## src/rtl/wr_txn_monitor.sv

```systemverilog
// Multi-slot AXI write-transaction timer: tracks AW/W/B phases per slot with
// saturating per-phase latency counters and sticky per-slot budget timeouts.
module wr_txn_monitor #(
  parameter int unsigned NumSlots = 4,
  parameter int unsigned CntWidth = 8,
  parameter int unsigned IdWidth  = 4
) (
  input  logic                        clk_i,
  input  logic                        rst_i,
  input  logic                        aw_valid_i,
  input  logic                        aw_ready_i,
  input  logic [IdWidth-1:0]          aw_id_i,
  input  logic                        w_valid_i,
  input  logic                        w_ready_i,
  input  logic                        w_last_i,
  input  logic                        b_valid_i,
  input  logic                        b_ready_i,
  input  logic [IdWidth-1:0]          b_id_i,
  input  logic [5*CntWidth-1:0]       budget_i,
  input  logic                        clr_timeout_i,
  output logic [NumSlots-1:0]         slot_busy_o,
  output logic                        full_o,
  output logic [NumSlots-1:0]         timed_out_o,
  output logic                        timeout_o,
  output logic                        timeout_pulse_o,
  output logic [$clog2(NumSlots)-1:0] timeout_slot_o,
  output logic [2:0]                  timeout_phase_o,
  output logic                        w_orphan_o,
  output logic                        b_orphan_o,
  output logic                        drop_o
);

  localparam int unsigned PtrW  = $clog2(NumSlots);
  localparam int unsigned NumPh = 5;

  // Busy encodings equal the reported phase number; FREE sits outside 0..4.
  typedef enum logic [2:0] {
    S_AW      = 3'd0,
    S_W_WAIT  = 3'd1,
    S_W_BURST = 3'd2,
    S_B_WAIT  = 3'd3,
    S_B_HS    = 3'd4,
    S_FREE    = 3'd7
  } slot_state_e;

  slot_state_e         r_state     [NumSlots];
  slot_state_e         w_state_nxt [NumSlots];
  logic [IdWidth-1:0]  r_id        [NumSlots];
  logic [CntWidth-1:0] r_cnt       [NumSlots][NumPh];
  logic [CntWidth-1:0] w_budget    [NumPh];

  logic [PtrW-1:0]     r_alloc_ptr;
  logic [PtrW-1:0]     r_w_ptr;
  logic [PtrW-1:0]     r_aw_slot;
  logic                r_aw_pend;
  logic [NumSlots-1:0] r_timed_out;
  logic                r_timeout_pulse;
  logic [PtrW-1:0]     r_timeout_slot;
  logic [2:0]          r_timeout_phase;
  logic                r_w_orphan;
  logic                r_b_orphan;
  logic                r_drop;

  logic                w_aw_hs;
  logic                w_w_hs;
  logic                w_alloc;
  logic                w_drop;
  logic                w_w_orphan;
  logic                w_w_adv;
  logic                w_b_orphan;
  logic                w_b_found;
  logic [PtrW-1:0]     w_b_slot;
  logic [PtrW-1:0]     w_idx;
  logic [NumSlots-1:0] w_tmo_hit;
  logic                w_tmo_any;
  logic [PtrW-1:0]     w_tmo_slot;
  logic [2:0]          w_tmo_phase;

  always_comb begin
    for (int unsigned p = 0; p < NumPh; p++) begin
      w_budget[p] = budget_i[p*CntWidth +: CntWidth];
    end
  end

  always_comb begin
    w_aw_hs    = aw_valid_i & aw_ready_i;
    w_w_hs     = w_valid_i & w_ready_i;
    w_alloc    = 1'b0;
    w_drop     = 1'b0;
    w_w_orphan = 1'b0;
    w_w_adv    = 1'b0;
    w_b_orphan = 1'b0;
    w_b_found  = 1'b0;
    w_b_slot   = '0;
    w_idx      = '0;
    for (int unsigned i = 0; i < NumSlots; i++) begin
      w_state_nxt[i] = r_state[i];
    end

    if (aw_valid_i && !r_aw_pend) begin
      if (r_state[r_alloc_ptr] == S_FREE) begin
        w_alloc = 1'b1;
        w_state_nxt[r_alloc_ptr] = aw_ready_i ? S_W_WAIT : S_AW;
      end else begin
        w_drop = 1'b1;
      end
    end else if (r_aw_pend && w_aw_hs) begin
      w_state_nxt[r_aw_slot] = S_W_WAIT;
    end

    if (w_w_hs) begin
      if (r_state[r_w_ptr] == S_W_WAIT || r_state[r_w_ptr] == S_W_BURST) begin
        w_state_nxt[r_w_ptr] = w_last_i ? S_B_WAIT : S_W_BURST;
        w_w_adv = w_last_i;
      end else begin
        w_w_orphan = 1'b1;
      end
    end

    // Cyclic search from alloc_ptr yields the oldest outstanding match.
    for (int unsigned k = 0; k < NumSlots; k++) begin
      w_idx = r_alloc_ptr + PtrW'(k);
      if (!w_b_found && (r_state[w_idx] == S_B_WAIT || r_state[w_idx] == S_B_HS)
          && r_id[w_idx] == b_id_i) begin
        w_b_found = 1'b1;
        w_b_slot  = w_idx;
      end
    end

    if (b_valid_i) begin
      if (w_b_found) begin
        if (b_ready_i) begin
          w_state_nxt[w_b_slot] = S_FREE;
        end else if (r_state[w_b_slot] == S_B_WAIT) begin
          w_state_nxt[w_b_slot] = S_B_HS;
        end
      end else if (b_ready_i) begin
        w_b_orphan = 1'b1;
      end
    end
  end

  always_comb begin
    w_tmo_hit   = '0;
    w_tmo_any   = 1'b0;
    w_tmo_slot  = '0;
    w_tmo_phase = '0;
    for (int unsigned i = 0; i < NumSlots; i++) begin
      for (int unsigned p = 0; p < NumPh; p++) begin
        if (3'(r_state[i]) == 3'(p) && w_budget[p] != '0 &&
            r_cnt[i][p] == w_budget[p] && !r_timed_out[i]) begin
          w_tmo_hit[i] = 1'b1;
        end
      end
      if (w_tmo_hit[i] && !w_tmo_any) begin
        w_tmo_any   = 1'b1;
        w_tmo_slot  = PtrW'(i);
        w_tmo_phase = 3'(r_state[i]);
      end
    end
  end

  always_ff @(posedge clk_i) begin
    if (rst_i) begin
      for (int unsigned i = 0; i < NumSlots; i++) begin
        r_state[i] <= S_FREE;
        r_id[i]    <= '0;
        for (int unsigned p = 0; p < NumPh; p++) begin
          r_cnt[i][p] <= '0;
        end
      end
      r_alloc_ptr     <= '0;
      r_w_ptr         <= '0;
      r_aw_slot       <= '0;
      r_aw_pend       <= 1'b0;
      r_timed_out     <= '0;
      r_timeout_pulse <= 1'b0;
      r_timeout_slot  <= '0;
      r_timeout_phase <= '0;
      r_w_orphan      <= 1'b0;
      r_b_orphan      <= 1'b0;
      r_drop          <= 1'b0;
    end else begin
      for (int unsigned i = 0; i < NumSlots; i++) begin
        r_state[i] <= w_state_nxt[i];
        for (int unsigned p = 0; p < NumPh; p++) begin
          if (w_alloc && r_alloc_ptr == PtrW'(i)) begin
            r_cnt[i][p] <= '0;
          end else if (3'(r_state[i]) == 3'(p) && r_cnt[i][p] != '1) begin
            r_cnt[i][p] <= r_cnt[i][p] + CntWidth'(1);
          end
        end
      end

      if (w_alloc) begin
        r_id[r_alloc_ptr] <= aw_id_i;
        r_alloc_ptr       <= r_alloc_ptr + PtrW'(1);
        r_aw_slot         <= r_alloc_ptr;
        r_aw_pend         <= !aw_ready_i;
      end else if (r_aw_pend && w_aw_hs) begin
        r_aw_pend <= 1'b0;
      end

      if (w_w_adv) begin
        r_w_ptr <= r_w_ptr + PtrW'(1);
      end

      // A same-cycle new timeout survives the clear.
      r_timed_out     <= (clr_timeout_i ? '0 : r_timed_out) | w_tmo_hit;
      r_timeout_pulse <= w_tmo_any;
      r_timeout_slot  <= w_tmo_slot;
      r_timeout_phase <= w_tmo_phase;
      r_w_orphan      <= w_w_orphan;
      r_b_orphan      <= w_b_orphan;
      r_drop          <= w_drop;
    end
  end

  always_comb begin
    for (int unsigned i = 0; i < NumSlots; i++) begin
      slot_busy_o[i] = (r_state[i] != S_FREE);
    end
  end

  assign full_o          = (r_state[r_alloc_ptr] != S_FREE);
  assign timed_out_o     = r_timed_out;
  assign timeout_o       = |r_timed_out;
  assign timeout_pulse_o = r_timeout_pulse;
  assign timeout_slot_o  = r_timeout_slot;
  assign timeout_phase_o = r_timeout_phase;
  assign w_orphan_o      = r_w_orphan;
  assign b_orphan_o      = r_b_orphan;
  assign drop_o          = r_drop;

endmodule

```

## config.mk

```make
export PLATFORM = sky130hd
export DESIGN_NAME = wr_txn_monitor
export DESIGN_NICKNAME = d
export VERILOG_FILES = /design/src/rtl/wr_txn_monitor.sv
export SDC_FILE = /design/constraint.sdc
export NUM_CORES = 1
export LEC_CHECK = 0
export ABC_AREA = 1
export CAP_MARGIN = 30
export CORE_ASPECT_RATIO = 0.6
export CORE_UTILIZATION = 42
export CTS_CLUSTER_DIAMETER = 150
export DETAILED_ROUTE_END_ITERATION = 8
export SLEW_MARGIN = 30
export SYNTH_ARGS = -nofsm -noshare
export SYNTH_HDL_FRONTEND = slang
export SYNTH_SLANG_ARGS = --single-unit
```

## constraint.sdc

```tcl
create_clock -name clk_i -period 7.53 [get_ports clk_i]
set_input_delay 1.1295 -clock clk_i [delete_from_list [all_inputs] [get_ports clk_i]]
set_output_delay 1.1295 -clock clk_i [all_outputs]
set_load 0.02 [all_outputs]
```

* After elaboration in Yosys (flattened, before gate mapping)
Memories as Yosys holds them, arrays and structs flattened. A register that Yosys moved wholly into a read port is not among the register bits. Index checks and enable logic that the tools add are counted.
Cells by class: equal/unequal tests 80, bitwise logic cells 61, order comparisons 8, $add $sub $neg 24, muxes and demuxes 221, reduce and logical (&&, ||, !) cells 133
Operators with widths (number):
- 8-bit 2-to-1 mux | 40
- 8-bit by 1-bit adder with 8-bit output (second input constant) | 20
- 8-bit equality test | 20
- 8-bit != test (second input constant) | 20
- 1-bit 2-to-1 mux | 139
- 12-bit 2-to-1 mux | 9
- 1-bit logical AND | 100
- 1-bit OR | 44
- 3-bit by 2-bit equality test with 1-bit output (second input constant) | 14
- 8-bit nonzero test | 5
- 3-bit 2-to-1 mux | 12
- 3-bit equality test (second input constant) | 9
- 2-bit 2-to-1 mux | 13
- 12-bit bitwise mux | 2
- 3-bit demux with 2-bit select | 4
- 8-bit AND | 2
- 4-bit equality test | 4
- 8-bit inverter | 2
- 3-bit by 1-bit equality test with 1-bit output (second input constant) | 5
- 3-bit != test (second input constant) | 5
- 3-bit >= comparator (second input constant) | 4
- 1-bit logical NOT | 12
- 3-bit logical NOT | 4
- 3-bit by 1-bit less-than comparator with 1-bit output (second input constant) | 4
- other kinds (16) | 34
Word-level totals: bits in registers 20, memory bits (writable) 188, bits of input ports 58, memories 3
Memories:
- r_cnt | words 4, width 40, rd ports 4, clocked after memory_dff 0, wr ports 4, RTL line 49 | logic [CntWidth-1:0] r_cnt [NumSlots][NumPh];
- r_id | words 4, width 4, rd ports 4, clocked after memory_dff 1, wr ports 4, RTL line 48 | logic [IdWidth-1:0] r_id [NumSlots];
- r_state | words 4, width 3, rd ports 10, clocked after memory_dff 2, wr ports 4, RTL line 46 | slot_state_e r_state [NumSlots];

* Longest topological paths before layout
Gate-level depths: netlist of the first run.
depth in word-level cells 28, gate-level depth with buffers 27

* Worst setup path before layout of the first run
OpenSTA, ideal clock, no wires.
kind input port to flip-flop, start point in budget_i[16], end point reg r_timeout_phase[0] (netlist: timeout_phase_o[0]), stages on the path 13, setup time 0.122 ns, arrival 2.797 ns, path slack 4.611 ns, cells stage by stage clkbuf_1 -> nor2_1 -> nand3_1 -> nor3_1 -> nor3_1 -> nand3_1 -> o211ai_1 -> o21ai_1 -> nand2_1 -> nor2_1 -> nand2_1 -> o21ai_0 -> a21oi_1
On the way: cells in the longest elaborated chain, start to end 17, elaborated cells on any way between the ends 42, classes of those cells eq/ne: 4; mux: 19; reduce/logical: 19
RTL lines:
- start: declaration | RTL line 19 | input logic [5*CntWidth-1:0] budget_i,
- 8-bit nonzero test | RTL line 150 | if (3'(r_state[i]) == 3'(p) && w_budget[p] != '0 &&
- 1-bit logical AND (2 in a row) | RTL line 150
- 1-bit logical AND | RTL line 151 | r_cnt[i][p] == w_budget[p] && !r_timed_out[i]) begin
- 1-bit 2-to-1 mux (3 in a row) | RTL line 150
- 1-bit 2-to-1 mux | RTL line 155 | if (w_tmo_hit[i] && !w_tmo_any) begin
- 1-bit logical NOT | RTL line 155
- 1-bit logical AND | RTL line 155
- 1-bit 2-to-1 mux | RTL line 155
- 1-bit logical NOT | RTL line 155
- 1-bit logical AND | RTL line 155
- 1-bit 2-to-1 mux | RTL line 155
- 1-bit logical NOT | RTL line 155
- 1-bit logical AND | RTL line 155
- 3-bit 2-to-1 mux * | RTL line 155
- end signal: assignment | RTL line 212 | r_timeout_phase <= w_tmo_phase;
- end: declaration | RTL line 59 | logic [2:0] r_timeout_phase;
Every way passes the cells marked *; elsewhere a longest branch is shown, timed or not. A chain may end at the register's enable or synchronous reset.

==> impl_results.md, run 1 <==
- Status: completed
- Buffer type at the clock tree root: clkbuf_16
- Series of cell instances along the critical path: inv_1 > ha_1 > inv_1 > nand3_1 > nand2_1 > nand2_1 > nand2_1 > nor2_1 > nand3_2 > clkinv_1 > nand2_2 > nand2_1 > nand2_4 > nand2_4 > nand2_1 > nand2_1 > nand2_1 > nand2_1 > nand2_2 > nor2_4 > nand3_2 > nor2_1 > o21ai_1
- Number of H-tree levels: 1
- Simple-gate area share of the yosys netlist: between 30 and 40%
- Hold-fix buffers, CTS: 0
- Diode count: 0
- Combinational family with the most area after synthesis: simple AND/OR/NAND/NOR gates
- Peak ir drop on the vdd network: between 100 and 150 uV
- Chip width: 239 um
- Post-synthesis instance total: ~1800
- Top area cells in the synthesized netlist: edfxtp_1 (36%), xor2_1 (11%), nand2_1 (9.0%)
- Total length of routed wires: roughly 40000 um
- Fraction of the core area covered by cells at the end of the flow: 48.4%
- Routed vias/inst: 5.39
- Standard-cell row count: 51
- Critical path launch point: r_alloc_ptr[0]
- Starting utilization of the core area: 43.2%
- Clock tree from TritonCTS: yes
- Multiplexer share of the synthesized area: less than 1%
- Asr flop ratio synth: 0%
- Post-Syn Area per Cell: 7.98 um^2
- Most common library cell in the layout ignoring fill and taps: nand2_1
- Area share of the largest cell type after synthesis: a little over a third
- Number of fillers in the final layout: 3175
- Number of gates given a new drive strength after cts: 0
- Critical path fanouts, max: 31
- Post-synth net total: 1865
- Leakage: roughly 6.4 nW
- Initial antenna violation count: 1
- Startpoint of the tightest hold check path: timed_out_o[1]
- Critical path capture point type: flip-flop
- Total Negative Setup Slacks: 0 ns
- Reg-to-Reg Start: r_alloc_ptr[0]
- Length of the first detailed-routing pass in iterations: 5
- Share of final-layout standard cells stronger than drive strength 1: 5.08%
- Cell type of the slowest stage on the worst timing path: ha_1
- Timing-limited maximum frequency: 219 MHz
- Sequential share of the synthesized area: 41.7%
- Measured slew at the worst slew-check pin: 0.977 ns
- Xor-xnor portion of the synthesized cell area: 12.8%
- Largest net degree at the start of global routing: 32
- Worst stage delay on the critical path: 0.76 ns
- TritonCTS buffer count: 23
- Die footprint: 34600 um^2
- Register bit total from synthesis: 212
- Area of the core region: 32900 um^2
- First-pass GRT wire length: between 60000 and 70000 um
- IO Port Bufs: 76
- Synthesis warning total: 0
- Portion of the clock cycle consumed by the worst path in the final layout: 60.6%
- Sinks on Clock Net: 212
- Power per standard cell area: 251 nW/um^2
- Clock insertion delay at the later pin of the skew report: 0.53 ns
- Dominant cell type by area after synthesis: edfxtp_1
- Final critical delay including setup and external delays: 4.56 ns
- Count of cell types in the netlist: 48
- Vias after detailed routing: 12300
- Routed wirelength normalized by instance count: between 15 and 20 um
- Height of the die: 144 um
- Critical path data arrival time: 4.97 ns
- Final setup viols: 0
- Main synth FF type: edfxtp_1
- Detail Route Antenna Nets: 0
- Clock transition at the registers of the reported paths: 0.06 ns
- Overflow after GRT: 0
- RSZ-0062 raised after global routing: false
- Final estimated routing congestion in global placement: 0.896
- Clock Skews: 0.0142 ns
- Crit path required time: 7.94 ns
- Post-CTS Setup Bufs: 0
- Worst max-slew margin expressed relative to the limit: 34.8%
- Synthesized area: 14200 um^2
- Synth-to-layout area growth: 12.1%
- Global Route Usage Sum: 23.2%
- Number of primary I/O pins: 77
- Post-route DRC violation count: 0
- Final count of pins violating max slew: 0
- Max cap viols: 0
- Number of enable flip-flop cells after synthesis: 168
- Commonest cells after routing, fill and taps aside: nand2_1 (342), nor2_1 (224), xor2_1 (186)
- Number of global-route vias before repair: 11300
- Count of endpoints failing hold in the final timing report: 0
- Compound-gate portion of the synthesized area: under 10%
- Number of nets in the final layout: between 1500 and 2000
- Path category of the worst min-delay check: flip-flop to flip-flop
- Category of the critical setup timing path: flip-flop to flip-flop
- Final Power: 4.00 mW
- Number of DRC markers after the initial detailed-route iteration: 1080
- Most frequent cell on the critical path: nand2_1
- Buffers from clock root to sink, at most: 3
- Post-DP HPWL: 29800 um
- Critical path startpoint category: flip-flop
- Adder-cell area share of the yosys netlist: 2.47%
[final timing paths]
check | end | slack, ns | cells after the start
hold / removal | timed_out_o[1] | 0.49 | 2
setup reg to reg | r_state[3][1] | 2.97 | 23
setup / recovery | r_state[3][1] | 2.97 | 23
hold reg to reg | timed_out_o[1] | 0.49 | 2
[metal layers]
layer  global-route usage, %  routed length, um  vias up
met4                    6.11                931        0
li1                        -                  -     6033
met3                    4.43               3300       57
met2                    32.5              15600      463
met5                       0                  0        -
met1                    35.6              20100     5744
[sequential cells by signal, indices dropped and copies added, names as in the netlist, named ones only]
signal / cells
r_w_ptr: 2
drop_o: 1
timeout_pulse_o: 1
r_state: 12
r_cnt: 160
w_orphan_o: 1
timeout_phase_o: 3
r_id: 16
r_aw_pend: 1
r_alloc_ptr: 2
r_aw_slot: 2
b_orphan_o: 1
timeout_slot_o: 2
timed_out_o: 4
[area by class of cell]
class,count,area (um^2),area share [%]
repair buffers,79,783,4.92
multi-input cells,1330,7310,45.9
well taps,450,563,3.54
inverters,169,637,4.00
clock buffers,26,587,3.69
clock inverters,16,110,0.692
flip-flops and latches,212,5930,37.2
[cells in the mapped netlist (all sizes together), types with 25 or more instances]
master    n
nand2   350
clkbuf   43
nand3   191
a21oi    63
o21ai    30
dfxtp    44
nor2    235
nor3     68
inv     166
edfxtp  168
ha       28
xor2    186
buf      25
nand4    28
[logic make-up (layout without fill, tap and decap cells)]
| kind of cell | count (synthesis) | count (layout) |
|---|---|---|
| multiplexers | 1 | 1 |
| adder cells (fa/ha/maj) | 28 | 28 |
| flip-flops | 212 | 212 |
| buffers and inverters | 237 | 290 |
| XOR/XNOR | 207 | 207 |
| AND/OR/NAND/NOR | 945 | 945 |
| AO/OA/AOI/OAI | 149 | 149 |
[power breakdown]
group	switching, mW	internal, mW
Combinational	0.807	0.420
Sequential	0.244	1.44
Clock	0.496	0.597
Total	1.55	2.45
[per-stage QoR]
stage | hold WS [ns] | worst slack (ns) | cell area (um^2) | cells
finish | 0.491 | 2.97 | 15900 | 2282
global route | 0.516 | 2.55 | 15900 | 2282
CTS | 0.498 | 2.56 | 15900 | 2282
detailed placement | 0.486 | 2.58 | 15200 | 2240
global placement | 0.473 | 2.73 | 15200 | 2240
floorplan | 0.467 | 4.61 | 14200 | 1779
[worst max-delay path: cells and delay by family, from the launching register on]
family / cells / cell delay, ns
flip-flops: 1 / 0.73
AND/OR/NAND/NOR: 18 / 1.81
adder cells (fa/ha/maj): 1 / 0.76
buffers and inverters: 3 / 1.03
AO/OA/AOI/OAI: 1 / 0.08
Power figures use the tool's default switching activity.
==> run 2, diff against run 1 <==
- clock period: 7.53 -> 3.8 ns (I/O delays scaled with it)
==> impl_results.md, run 2 (synthesis results as in run 1) <==
- Final estimated routing congestion in global placement: 0.882
- Post-CTS Setup Bufs: 0
- Synth-to-layout area growth: 13.6%
- Starting utilization of the core area: 43.2%
- Clock insertion delay at the later pin of the skew report: 0.55 ns
- Number of primary I/O pins: 77
- Area of the core region: 32900 um^2
- Multi-input logic area: 7310 um^2
- Timing-limited maximum frequency: 309 MHz
- Peak ir drop on the vdd network: just over 300 uV
- Post-route DRC violation count: 0
- Portion of the clock cycle consumed by the worst path in the final layout: 85.2%
- Number of H-tree levels: 1
- Max cap viols: 0
- Sinks on Clock Net: 212
- Buffers from clock root to sink, at most: 3
- Die footprint: 34600 um^2
- Worst hold path cell count: 2
- Share of final-layout standard cells stronger than drive strength 1: 6.40%
- Chip width: 239 um
- Status: completed
- Total length of routed wires: 39700 um
- Largest net degree at the start of global routing: 31
- Power per standard cell area: 493 nW/um^2
- Detail Route Antenna Nets: 0
- Reg with most FFs: r_cnt
- Number of DRC markers after the initial detailed-route iteration: about 1000
- Sequential Area: slightly below 6000 um^2
- Worst max-slew margin expressed relative to the limit: 55.8%
- Initial antenna violation count: 1
- Count of endpoints failing hold in the final timing report: 0
- Worst reg-to-reg setup slack: 0.56 ns
- Number of global-route vias before repair: 11200
- Crit path required time: 4.22 ns
- Most frequent cell on the critical path: nand2_1
- Most common library cell in the layout ignoring fill and taps: nand2_1
- Cell type of the slowest stage on the worst timing path: dfxtp_1
- Critical path data arrival time: ~3.7 ns
- Routed vias/inst: 5.30
- Buffer type at the clock tree root: clkbuf_16
- First-pass GRT wire length: between 60000 and 70000 um
- Height of the die: ~140 um
- Clock tree from TritonCTS: yes
- Number of gates given a new drive strength after cts: 0
- Commonest cells after routing, fill and taps aside: nand2_1 (342), nor2_1 (224), xor2_1 (186)
- Number of cell instances on the worst register-to-register path: 17
- Vias after detailed routing: 12200
- Standard-cell row count: 51
- Post-DP HPWL: 30100 um
- Number of fillers in the final layout: 3163
- Category of the critical setup timing path: flip-flop to flip-flop
- Path category of the worst min-delay check: flip-flop to flip-flop
- Overflow after GRT: 0
- Measured slew at the worst slew-check pin: 0.662 ns
- Series of cell instances along the critical path: nand3_1 > nand3_1 > nand2_1 > o21ai_0 > nand2_1 > nor2_2 > nand4_2 > nor2_2 > inv_2 > nand3_2 > nand2_1 > nand2_1 > nand2_2 > nor2_4 > nand2_1 > nor2_1 > o21ai_1
- Worst stage delay on the critical path: 0.67 ns
- Length of the first detailed-routing pass in iterations: 6
- Diode count: 0
- Total Negative Setup Slacks: 0 ns
- Final cell count without fillers: 2310
- Placed insts: 2269
- RSZ-0062 raised after global routing: false
- Routed wirelength normalized by instance count: 17.2 um
- Registers with the most flip-flops: r_cnt: 160 flops, r_id: 16 flops, r_state: 12 flops
- IO Port Bufs: 76
- Number of flip-flops under the largest register name: 160
- Final count of pins violating max slew: 0
- Critical path startpoint category: flip-flop
- Number of nets in the final layout: 1930
- Final critical delay including setup and external delays: roughly 3.2 ns
- Clock Skews: roughly 0.021 ns
- Critical path fanouts, max: 10
- TritonCTS buffer count: 23
- Leakage: roughly 6.5 nW
- Global Route Usage Sum: 23.3%
- Critical path capture point type: flip-flop
- Final setup viols: 0
- Clock transition at the registers of the reported paths: 0.07 ns
- Hold-fix buffers, CTS: 0
run 2: cell count changes in the layout (fill, tap and decap cells not counted):
cell,before,now
bufinv_16,1,0
buf_4,3,32
clkinvlp_4,1,2
dfxtp_1,43,44
clkinv_4,1,0
clkbuf_8,0,4
dfxtp_2,1,0
clkinv_2,8,3
clkbuf_1,3,4
run 2: cell type report:
class	instances	share of cell area (%)
flip-flops and latches	212	36.7
inverters	169	3.95
repair buffers	108	6.20
multi-input cells	1330	45.3
clock inverters	10	0.333
well taps	450	3.49
clock buffers	31	4.00
run 2: stage by stage:
stage | area, um^2 | worst slack, ns | utilization [%] | power [mW] | hold slack [ns]
after floorplan | 14200 | 0.988 | - | 5.07 | 0.467
after global placement | 15400 | 0.527 | 47.0 | 5.77 | 0.478
after detailed placement | 15400 | 0.452 | 47.0 | 5.79 | 0.479
after CTS | 16100 | 0.606 | 49.1 | 7.97 | 0.490
after global routing | 16100 | 0.253 | 49.1 | 8.44 | 0.518
final | 16100 | 0.561 | 49.1 | 7.95 | 0.489
run 2: worst max-delay path, delay by kind of cell (launching register included):
kind,cells,cell delay (ns)
AND/OR/NAND/NOR,14,1.99
flip-flops,1,0.67
AO/OA/AOI/OAI,2,0.41
buffers and inverters,1,0.05
run 2: path summary, 6_finish.rpt:
kind,start,endpoint
setup / recovery,r_state[3][0],r_state[1][1]
hold / removal,timed_out_o[0],timed_out_o[0]
setup reg to reg,r_state[3][0],r_state[1][1]
hold reg to reg,timed_out_o[0],timed_out_o[0]
run 2: report_power, final:
part           internal, mW  switching [mW]  total (mW)
clock network          1.19           0.970        2.16
logic                 0.882            1.67        2.55
registers              2.85           0.398        3.25
run 2: metal layers:
layer | wire length (um) | track usage (%) | up-vias
met5 | 0 | 0 | -
met4 | 879 | 5.97 | 0
met3 | 3410 | 5.25 | 49
met2 | 16000 | 33.3 | 411
met1 | 19400 | 34.8 | 5688
li1 | - | - | 6099
==> run 3, diff against run 2 <==
- CAP_MARGIN: 30 -> unset
==> results of run 3 <==
Same layout as run 2: the final DEF is identical, and so are final timing and power.
